### config.mk
export PLATFORM = sky130hd
export DESIGN_NAME = hex_display
export DESIGN_NICKNAME = d
export VERILOG_FILES = /design/src/rtl/hex_display_pkg.sv /design/src/rtl/hex_to_seg7.sv /design/src/rtl/hex_display.sv
export SDC_FILE = /design/constraint.sdc
export NUM_CORES = 1
export LEC_CHECK = 0
export CORE_ASPECT_RATIO = 2
export CORE_MARGIN = 5
export CORE_UTILIZATION = 45
export DETAILED_ROUTE_END_ITERATION = 6
export PLACE_DENSITY_LB_ADDON = 0.15
export SLEW_MARGIN = 5
export SYNTH_ARGS = -nofsm -noshare
export SYNTH_HDL_FRONTEND = slang
export SYNTH_SLANG_ARGS = --single-unit
### constraint.sdc
create_clock -name clk -period 2 [get_ports clk]
set_clock_uncertainty 0.15 [all_clocks]
set_input_delay 0.2 -clock clk [delete_from_list [all_inputs] [get_ports clk]]
set_output_delay 0.2 -clock clk [all_outputs]
set_load 0.03 [all_outputs]
### src/rtl/hex_display_pkg.sv
// rtl/hex_display_pkg.sv - shared constants and helpers for the hex display peripheral
package hex_display_pkg;

  // Bus access window encodings
  localparam logic [1:0] WIN_BYTE = 2'b00;
  localparam logic [1:0] WIN_HALF = 2'b01;
  localparam logic [1:0] WIN_WORD = 2'b10;
  localparam logic [1:0] WIN_NONE = 2'b11;

  // Seven-segment font, {A,B,C,D,E,F,G}; element i is the glyph for nibble i
  localparam logic [15:0][6:0] SEG_FONT = {
    7'h47, 7'h4F, 7'h3D, 7'h4E,  // F E d C
    7'h1F, 7'h77, 7'h7B, 7'h7F,  // b A 9 8
    7'h70, 7'h5F, 7'h5B, 7'h33,  // 7 6 5 4
    7'h79, 7'h6D, 7'h30, 7'h7E   // 3 2 1 0
  };

  // Index of the most significant non-zero nibble; 0 when the value is zero
  function automatic logic [1:0] msd_index(input logic [15:0] v);
    logic [1:0] idx;
    idx = 2'd0;
    if (v[7:4] != 4'h0)   idx = 2'd1;
    if (v[11:8] != 4'h0)  idx = 2'd2;
    if (v[15:12] != 4'h0) idx = 2'd3;
    return idx;
  endfunction

endpackage

### src/rtl/hex_to_seg7.sv
// rtl/hex_to_seg7.sv - combinational nibble to seven-segment glyph lookup
module hex_to_seg7
  import hex_display_pkg::*;
(
  input  logic [3:0] nibble,
  output logic [6:0] seg
);

  assign seg = SEG_FONT[nibble];

endmodule

### src/rtl/hex_display.sv
// rtl/hex_display.sv - memory-mapped 4-digit hex display (optional HEX_DISPLAY_LZB_EN blanking)
module hex_display
  import hex_display_pkg::*;
#(
  parameter int SCAN_BITS = 18
) (
  input  logic        clk,
  input  logic        rst_n,
  input  logic [1:0]  data_addr,
  input  logic [31:0] data_in,
  input  logic        write_enable,
  input  logic [1:0]  window_size,
  output logic [31:0] data_out,
  output logic [3:0]  anodes,
  output logic [6:0]  segments
);

  logic [31:0]          disp_q, disp_d;
  logic [SCAN_BITS-1:0] cnt_q, cnt_d;
  logic [31:0]          data_out_q, data_out_d;
  logic [3:0]           anodes_q, anodes_d;
  logic [6:0]           segments_q, segments_d;

  logic [3:0]  byte_mask;
  logic [31:0] wdata;
  logic [1:0]  digit;
  logic [3:0]  nibble;
  logic [6:0]  glyph;

  // Replicate the right-aligned write data across all lanes and pick lanes by window
  always_comb begin
    byte_mask = 4'b0000;
    wdata     = data_in;
    case (window_size)
      WIN_BYTE: begin
        byte_mask = 4'b0001 << data_addr;
        wdata     = {4{data_in[7:0]}};
      end
      WIN_HALF: begin
        byte_mask = data_addr[1] ? 4'b1100 : 4'b0011;
        wdata     = {2{data_in[15:0]}};
      end
      WIN_WORD: begin
        byte_mask = 4'b1111;
        wdata     = data_in;
      end
      default: begin
        byte_mask = 4'b0000;
        wdata     = data_in;
      end
    endcase
    if (!write_enable) begin
      byte_mask = 4'b0000;
    end
  end

  // Merge selected lanes into the display register; other bytes hold
  always_comb begin
    disp_d = disp_q;
    for (int i = 0; i < 4; i++) begin
      if (byte_mask[i]) begin
        disp_d[8*i +: 8] = wdata[8*i +: 8];
      end
    end
  end

  // Free-running scan counter; top two bits select the active digit
  always_comb begin
    cnt_d = cnt_q + {{(SCAN_BITS-1){1'b0}}, 1'b1};
    digit = cnt_q[SCAN_BITS-1 -: 2];
  end

  assign nibble = disp_q[4*digit +: 4];

  hex_to_seg7 u_font (
    .nibble (nibble),
    .seg    (glyph)
  );

  // Next-state of the registered read port and digit drive
  always_comb begin
    data_out_d = disp_q;
    anodes_d   = 4'b0001 << digit;
    segments_d = glyph;
`ifdef HEX_DISPLAY_LZB_EN
    // Leading zeros go dark; digit 0 always stays lit so zero shows "0"
    if (digit > msd_index(disp_q[15:0])) begin
      anodes_d   = 4'b0000;
      segments_d = 7'h00;
    end
`endif
  end

  // State and output registers
  always_ff @(posedge clk or negedge rst_n) begin
    if (!rst_n) begin
      disp_q     <= 32'h0;
      cnt_q      <= '0;
      data_out_q <= 32'h0;
      anodes_q   <= 4'b0000;
      segments_q <= 7'h00;
    end else begin
      disp_q     <= disp_d;
      cnt_q      <= cnt_d;
      data_out_q <= data_out_d;
      anodes_q   <= anodes_d;
      segments_q <= segments_d;
    end
  end

  assign data_out = data_out_q;
  assign anodes   = anodes_q;
  assign segments = segments_q;

endmodule

Word level (Yosys, flattened, before mapping)
Memories as Yosys holds them, arrays and structs flattened. A register that Yosys moved wholly into a read port is not among the register bits.
Cells that the tools add are included.
W data, S select, Z words.
{"block": "op_classes", "reduce_logical": 2, "eq_ne": 2, "n_shift": 3, "add_sub_neg": 1, "mux": 4}
{"operator": "$pmux W32 S2", "count": 1}
{"operator": "$shiftx A32 B5 Y4", "count": 1}
{"operator": "$add A18 B1 Y18 const B", "count": 1}
{"operator": "$pmux W4 S3", "count": 1}
{"operator": "$mux W4", "count": 2}
{"operator": "$shl A1 B2 Y4 const A", "count": 2}
{"operator": "$eq A2 B1 Y1 const B", "count": 1}
{"operator": "$eq A2 B2 Y1 const B", "count": 1}
{"operator": "$logic_not A2 Y1", "count": 1}
{"operator": "$logic_not A1 Y1", "count": 1}
{"block": "totals", "mem_bits_ro": 112, "n_memories": 1, "output_inout_bits": 43, "regBits": 86}
{"memory": "(name not given)", "depth": 16, "width": 7, "read_ports": 1, "rd_clocked_by_memory_dff": 1, "write_ports": 0, "line_no": "hex_to_seg7.sv:9", "rtl": "assign seg = SEG_FONT[nibble];"}

Longest topological paths before layout
Gate-level depths: netlist of run 1.
{"block": "depth", "ltp_word": 3, "ltp_mapped": 7, "mapped_depth_nobuf": 6}

By module
A second synthesis of run 1 with hierarchy kept.
{"block": "unflattened", "hier_cells": 287, "hier_area_um2": 3905.0}
{"mod": "hex_display", "area_per_inst_um2": 3614.7, "n_inst": 1, "cells_each": 254, "seq_area_each_um2": 2327.2}
{"mod": "hex_to_seg7", "area_per_inst_um2": 290.3, "n_inst": 1, "cells_each": 33, "seq_area_each_um2": 0.0}

Worst setup path after synthesis of run 1
Ideal clock, no wire load.
{"block": "synth_timing", "path_type": "flip-flop to flip-flop", "start": "register cnt_q[16]", "end": "register segments_q[5], in the netlist segments[5]", "synth_period_minus_slack_ps": 1991, "setup_ps": 88, "path_slack_ps": 9, "stages_incl_launch_ff": 8, "path_buffers": 1, "required_ps": 1762, "arrival_time_ps": 1753, "path_cell_list": "dfrtp_1 -> buf_6 -> mux4_1 -> inv_1 -> ha_1 -> inv_1 -> mux2_4 -> a22oi_1"}
{"block": "synth_via", "elab_chain_cells": 1}
{"item": "start, declared", "line_no": "hex_display.sv:19", "rtl": "logic [SCAN_BITS-1:0] cnt_q, cnt_d;"}
{"item": "start signal, assigned", "line_no": "hex_display.sv:104", "rtl": "cnt_q <= cnt_d;"}
{"item": "$shiftx A32 B5 Y4", "line_no": "hex_display.sv:73", "rtl": "assign nibble = disp_q[4*digit +: 4];"}
{"item": "end, declared", "line_no": "hex_display.sv:22", "rtl": "logic [6:0] segments_q, segments_d;"}
Every way passes these cells.
A chain may end at the register's enable or synchronous reset.

Worst setup path in the final report of run 1
{"block": "layout_timing", "start": "register cnt_q[16]", "end": "register segments_q[6], in the netlist segments[6]"}
Same word-level chain as after synthesis.

==> results of run 1 <==
==> cell usage after synthesis (all sizes together), types with 5 or more instances <==
cell type | n | area, µm²
nand3 | 8 | 40.0
dfrtp | 93 | 2330
ha | 8 | 100
nor2 | 13 | 51.3
nand2 | 21 | 78.8
mux2 | 25 | 285
buf | 7 | 46.3
xnor2 | 15 | 131
a21oi | 17 | 88.8
o21ai | 20 | 104
mux2i | 16 | 160
nor2b | 5 | 38.8
==> power by group <==
part	internal, mW	total [mW]	switching (mW)
Sequential	2.15	2.27	0.122
Clock	0.999	1.66	0.659
Combinational	0.569	1.23	0.660
Total	3.72	5.16	1.44
==> layer usage <==
metal	GRT usage [%]	vias up
li1	-	1189
met1	18.0	1219
met2	28.4	63
met3	4.62	13
met4	6.47	0
met5	0	-
==> final cells by class <==
type	instances	area, µm²
clock inverters	4	47.5
repair buffers	103	1000
fillers	675	3110
flip-flops and latches	93	2330
clock buffers	12	246
inverters	4	15.0
multi-input cells	178	1370
well taps	98	123
==> critical path, stage by stage (launching register included) <==
cell	delay [ns]
dfrtp_2	0.41
buf_4	0.14
mux4_2	0.61
nor2b_4	0.19
a22o_1	0.23
a21oi_2	0.10
==> stage by stage <==
| stage | util, % | TNS, ns | hold WS, ns | instances | area (µm²) |
|---|---|---|---|---|---|
| 6_report | 62.3 | 0 | 0.172 | 492 | 5130 |
| 5_1_grt | 62.3 | 0 | 0.205 | 492 | 5130 |
| 4_1_cts | 62.1 | 0 | 0.188 | 492 | 5120 |
| 3_5_place_dp | 58.5 | -0.0419 | -0.00185 | 475 | 4820 |
| 3_3_place_gp | 58.5 | 0 | -0.00148 | 475 | 4820 |
| 2_1_floorplan | - | 0 | -0.246 | 285 | 3760 |
==> cells by family (layout without fill, tap and decap cells) <==
group	after synthesis	in the layout
xor+xnor	16	16
compound gates	42	42
mux	45	45
flops	93	93
fa+ha+maj	8	8
buf+inv	14	123
simple gates	67	67
==> flip-flops by register name, indices dropped and copies added, names as in the netlist <==
signal / cells
cnt_q: 18
data_out: 32
anodes: 4
data_out_d: 32
segments: 7
==> what timing repair did <==
action	in CTS	in global routing
resized for setup	3	3
hold buffers	1	0
hold endpoints to repair	60	0
endpoints found under the setup margin	1	2
==> worst paths after layout <==
check,startpoint,end,slack [ns],cells past startpoint
setup / recovery,cnt_q[16],segments[6],0.11,5
hold / removal,rst_n,segments[0],0.17,2
setup reg to reg,cnt_q[16],segments[6],0.11,5
hold reg to reg,data_out_d[19],data_out[19],0.22,0
max in group asynchronous,rst_n,data_out[27],0.84,3
min in group clk,data_out_d[19],data_out[19],0.22,0
==> flow_summary.json, run 1 <==
{
  "grt_pass1_vias": 2609,
  "status": "completed",
  "vdd_drop_max_v": 0.000608,
  "p_per_area_nw_per_um2": 1010,
  "clkTransAtPathRegs_ns": 0.06,
  "clock_path_buffers": 2,
  "layout_common_cells": "dfrtp_1, clkdlybuf4s50_1, mux2_2, nand2_1, buf_4",
  "wirelength_um": 7870,
  "critPathArrivalTime_ns": 2.00,
  "ys_seq_area_share_pct": 61.9,
  "finalSetupViolations": 0,
  "synth_seq_cells": 93,
  "synth-edff-count": 0,
  "antenna_found_initial": 0,
  "vias": 2484,
  "syn_avg_cell_area_um2": 13.2,
  "cts_buffers": 9,
  "power.total_mw": 5.16,
  "finalMaxSlewViolations": 0,
  "rows": 47,
  "cts_num_sinks": 93,
  "synth_fa_ha_area_share_pct": 2.66,
  "final_common_cell": "dfrtp_1",
  "wire_per_inst_um": 16.0,
  "final_layout_size_suffix_gt1_share_pct": 18.5,
  "synth_top_family_by_area": "multiplexers",
  "diodes": 0,
  "drc": 0,
  "port-buffer-count": 81,
  "clock_latency_ns": 0.33,
  "period_needed_ns": 1.89,
  "cp.required_ns": 2.11,
  "ys_async_sr_fraction_pct": 100,
  "fmax_ghz": 0.529,
  "grt_start_max_net_pins": 40,
  "fin_nets": 436,
  "drt-met1-wl_um": 2860,
  "synth-xor-area-share_pct": 3.72,
  "grt_setup_unrepaired": "false",
  "overflow": 0,
  "clockRootBuffer": "clkbuf_16",
  "finalCritPeriodShare_pct": 94.5,
  "cap_viol_max_count": 0,
  "synth_top_flop_cell": "dfrtp_1",
  "synth-compound-area-share_pct": 6.22,
  "drt_iter0_drc": 115,
  "viasPerCell": 5.05,
  "synth-simple-area-share_pct": 9.18,
  "initial_utilization_pct": 45.7,
  "cts-htree-levels": 3,
  "synthMuxAreaShare_pct": 14.4,
  "dp_hpwl_um": 6070,
  "syn2layout_area_growth_pct": 36.2,
  "dieHeight_um": 139,
  "drt_pre_antenna_iters": 4,
  "synth_warnings": 0,
  "syn-instance-count": 285,
  "die_w_um": 74.7,
  "tightest_slew_ns": 0.371,
  "end_kind": "flop",
  "grt_usage_pct": 16.3,
  "coreArea_um2": 8230,
  "fp.dieArea_um2": 10400,
  "io_pins": 82,
  "crit_fanout": 11,
  "cts_tree": "yes",
  "criticalPathCategory": "reg -> reg",
  "hold_viol": 0,
  "cellLeakagePower_nw": 2.24,
  "cts_setup_buffers": 0,
  "hold_class": "in -> async",
  "synthesis.area_um2": 3760,
  "met2_length_um": 4450,
  "ant_nets": 0,
  "yosysUniqueCellTypes": 39,
  "timing.final.ws_setup_ns": 0.109,
  "synth_fp_nets": 332,
  "start_kind": "flop",
  "maxUsedRoutingLayer": "met4",
  "dp_slack_ns": -0.0419,
  "grt_pass1_wl_um": 12700,
  "slew_headroom_pct": 75.3,
  "finalWeightedCongestion": 0.848,
  "met3WireLength_um": 396
}
No activity file was read; power rests on OpenSTA's default activity.
==> inputs of run 2 (changes only) <==
--- a/config.mk
+++ b/config.mk
@@ -8,6 +8,7 @@
 export CORE_ASPECT_RATIO = 2
 export CORE_MARGIN = 5
 export CORE_UTILIZATION = 45
+export CTS_CLUSTER_SIZE = 24
 export DETAILED_ROUTE_END_ITERATION = 6
 export PLACE_DENSITY_LB_ADDON = 0.15
 export SLEW_MARGIN = 5
==> results of run 2 <==
Same layout as run 1: the final DEF is identical, and so are final timing and power.
==> inputs of run 3 (changes only) <==
--- a/config.mk
+++ b/config.mk
@@ -10,6 +10,7 @@
 export CORE_UTILIZATION = 45
 export CTS_CLUSTER_SIZE = 24
 export DETAILED_ROUTE_END_ITERATION = 6
+export GPL_TIMING_DRIVEN = 0
 export PLACE_DENSITY_LB_ADDON = 0.15
 export SLEW_MARGIN = 5
 export SYNTH_ARGS = -nofsm -noshare
==> run 3 against run 2 <==
Compared with the run above: register-to-register slack lost 0.06 ns; worst setup slack lost 0.057 ns; sequential power is essentially flat; die area is the same; hold slack gained 0.053 ns; largest cell class unchanged; clock power grew 10%; cell count shrank 1.6%; combinational power shrank 3%; fmax shrank 2.9%; sequential share of layout area grew 0.24 points; non-clock buffer count shrank 8.
==> flow_summary.json, run 3 (same netlist as run 1, synthesis figures left out) <==
{
  "status": "completed",
  "grt_usage_pct": 16.8,
  "grt_start_max_net_pins": 53,
  "initial_utilization_pct": 45.7,
  "fin_nets": 428,
  "multi_input_area_um2": 1370,
  "timing.rr.end": "segments[6]",
  "grt_setup_unrepaired": "true",
  "holdPathStages": 0,
  "cpMostUsedCell": "buf_6",
  "viasPerCell": 5.11,
  "syn2layout_area_growth_pct": 35.5,
  "period_needed_ns": 1.95,
  "cts_buffers": 9,
  "wire_per_inst_um": 16.6,
  "diodes": 0,
  "dp_slack_ns": -0.343,
  "layout.area.seq_um2": 2330,
  "hold_class": "reg -> reg",
  "regToRegSetupSlack_ns": 0.05,
  "critPathArrivalTime_ns": 2.06,
  "crit_fanout": 10,
  "dieHeight_um": 139,
  "final_common_cell": "dfrtp_1",
  "grt_pass1_wl_um": 13000,
  "cp.required_ns": 2.12,
  "port-buffer-count": 81,
  "setup_tns_ns": 0,
  "start_kind": "flop",
  "rows": 47,
  "power.total_mw": 5.29,
  "criticalPathCategory": "reg -> reg",
  "rr_worst_depth": 7,
  "timing.final.ws_setup_ns": 0.0525,
  "cts_num_sinks": 93,
  "crit_chain": "buf_6 -> buf_12 -> mux4_2 -> buf_6 -> nor2b_4 -> a22o_1 -> a21oi_2",
  "io_pins": 82,
  "finalCritPeriodShare_pct": 97.4,
  "layout_common_cells": "dfrtp_1, clkdlybuf4s50_1, mux2_2, nand2_1",
  "final_cells": 484,
  "cap_viol_max_count": 0,
  "stdcell_area_um2": 5100,
  "grt_pass1_vias": 2624,
  "antenna_found_initial": 0,
  "slew_headroom_pct": 63.3,
  "vdd_drop_max_v": 0.000511,
  "hold_viol": 0,
  "clock_path_buffers": 2,
  "drt_iter0_drc": 124,
  "fmax_ghz": 0.513,
  "finalSetupViolations": 0,
  "wirelength_um": 8020,
  "ant_nets": 0,
  "worst_hold_startpoint": "data_out_d[22]",
  "p_per_area_nw_per_um2": 1040,
  "final_layout_size_suffix_gt1_share_pct": 16.8,
  "vias": 2472,
  "overflow": 0,
  "crit_path_top_delay_cell": "mux4_2",
  "place_inst": 465,
  "tightest_slew_ns": 0.551,
  "end_kind": "flop",
  "fp.dieArea_um2": 10400,
  "cts-htree-levels": 3,
  "dpl_cell_area_um2": 4720,
  "drt_pre_antenna_iters": 4,
  "cts_tree": "yes",
  "die_w_um": 74.7,
  "critPathMaxStageDelay_ns": 0.52,
  "r2r_start": "cnt_q[16]",
  "coreArea_um2": 8230,
  "clkTransAtPathRegs_ns": 0.06,
  "dp_hpwl_um": 6020,
  "clock_latency_ns": 0.34,
  "drc": 0,
  "nFillCells": 674,
  "min_to": "data_out[22]",
  "clockRootBuffer": "clkbuf_16",
  "finalMaxSlewViolations": 0,
  "finalWeightedCongestion": 0.753,
  "cellLeakagePower_nw": 2.21
}
## run 3: cell count changes in the layout (fill, tap and decap cells not counted), moves of 2 or more
cell      change
buf_4        -17
buf_2         +4
buf_6         +2
clkbuf_2      +2
clkinv_2      -2
## run 3: what timing repair did
action,in CTS,in global routing
pin swaps,0,1
hold endpoints to repair,41,0
buffers inserted,1,2
setup endpoints to repair,7,15
hold buffers,1,0
gates resized for setup,4,7
## run 3: cell type report
type	count	share of cell area (%)
Timing Repair Buffer	86	17.3
Buffer	9	1.10
Tap cell	98	2.41
Multi-Input combinational cell	178	26.8
Clock buffer	13	5.11
Clock inverter	3	1.33
Sequential cell	93	45.7
Inverter	4	0.295
## run 3: how the worst max path moves through the flow
stage / startpoint / endpoint / slack (ns) / cells after the start
floorplan: cnt_q[16] / segments[5] / 0.009 / 7
global placement: rst_n / data_out_d[18] / -2.66 / 1
detailed placement: window_size[0] / data_out_d[29] / -0.34 / 6
CTS: cnt_q[16] / segments[5] / 0.007 / 7
global route: cnt_q[16] / segments[6] / -0.04 / 6
finish: cnt_q[16] / segments[6] / 0.05 / 7
## run 3: critical path: cells and delay by family (launching register included)
family,cells,cell delay [ns]
muxes,1,0.52
buffers and inverters,3,0.41
DFF,1,0.34
AOI/OAI and AO/OA,2,0.34
and+or+nand+nor,1,0.13
## run 3: per-layer routing
layer | part of all wire, % | GRT usage (%)
met5 | 0 | 0
met4 | 1.5 | 5.91
met3 | 5.3 | 4.69
met2 | 57 | 29.7
met1 | 36 | 18.6
## run 3: metrics by stage
| stage | utilization, % | hold WS (ns) |
|---|---|---|
| 5_1_grt | 61.9 | 0.234 |
| 2_1_floorplan | - | -0.246 |
| 3_3_place_gp | 57.0 | 0.205 |
| 4_1_cts | 61.4 | 0.228 |
| 3_5_place_dp | 57.3 | 0.0726 |
| 6_report | 61.9 | 0.224 |
## run 3: power by group
group | switching [mW] | internal [mW]
logic | 0.644 | 0.542
registers | 0.127 | 2.15
clock network | 0.662 | 1.16
total | 1.43 | 3.86
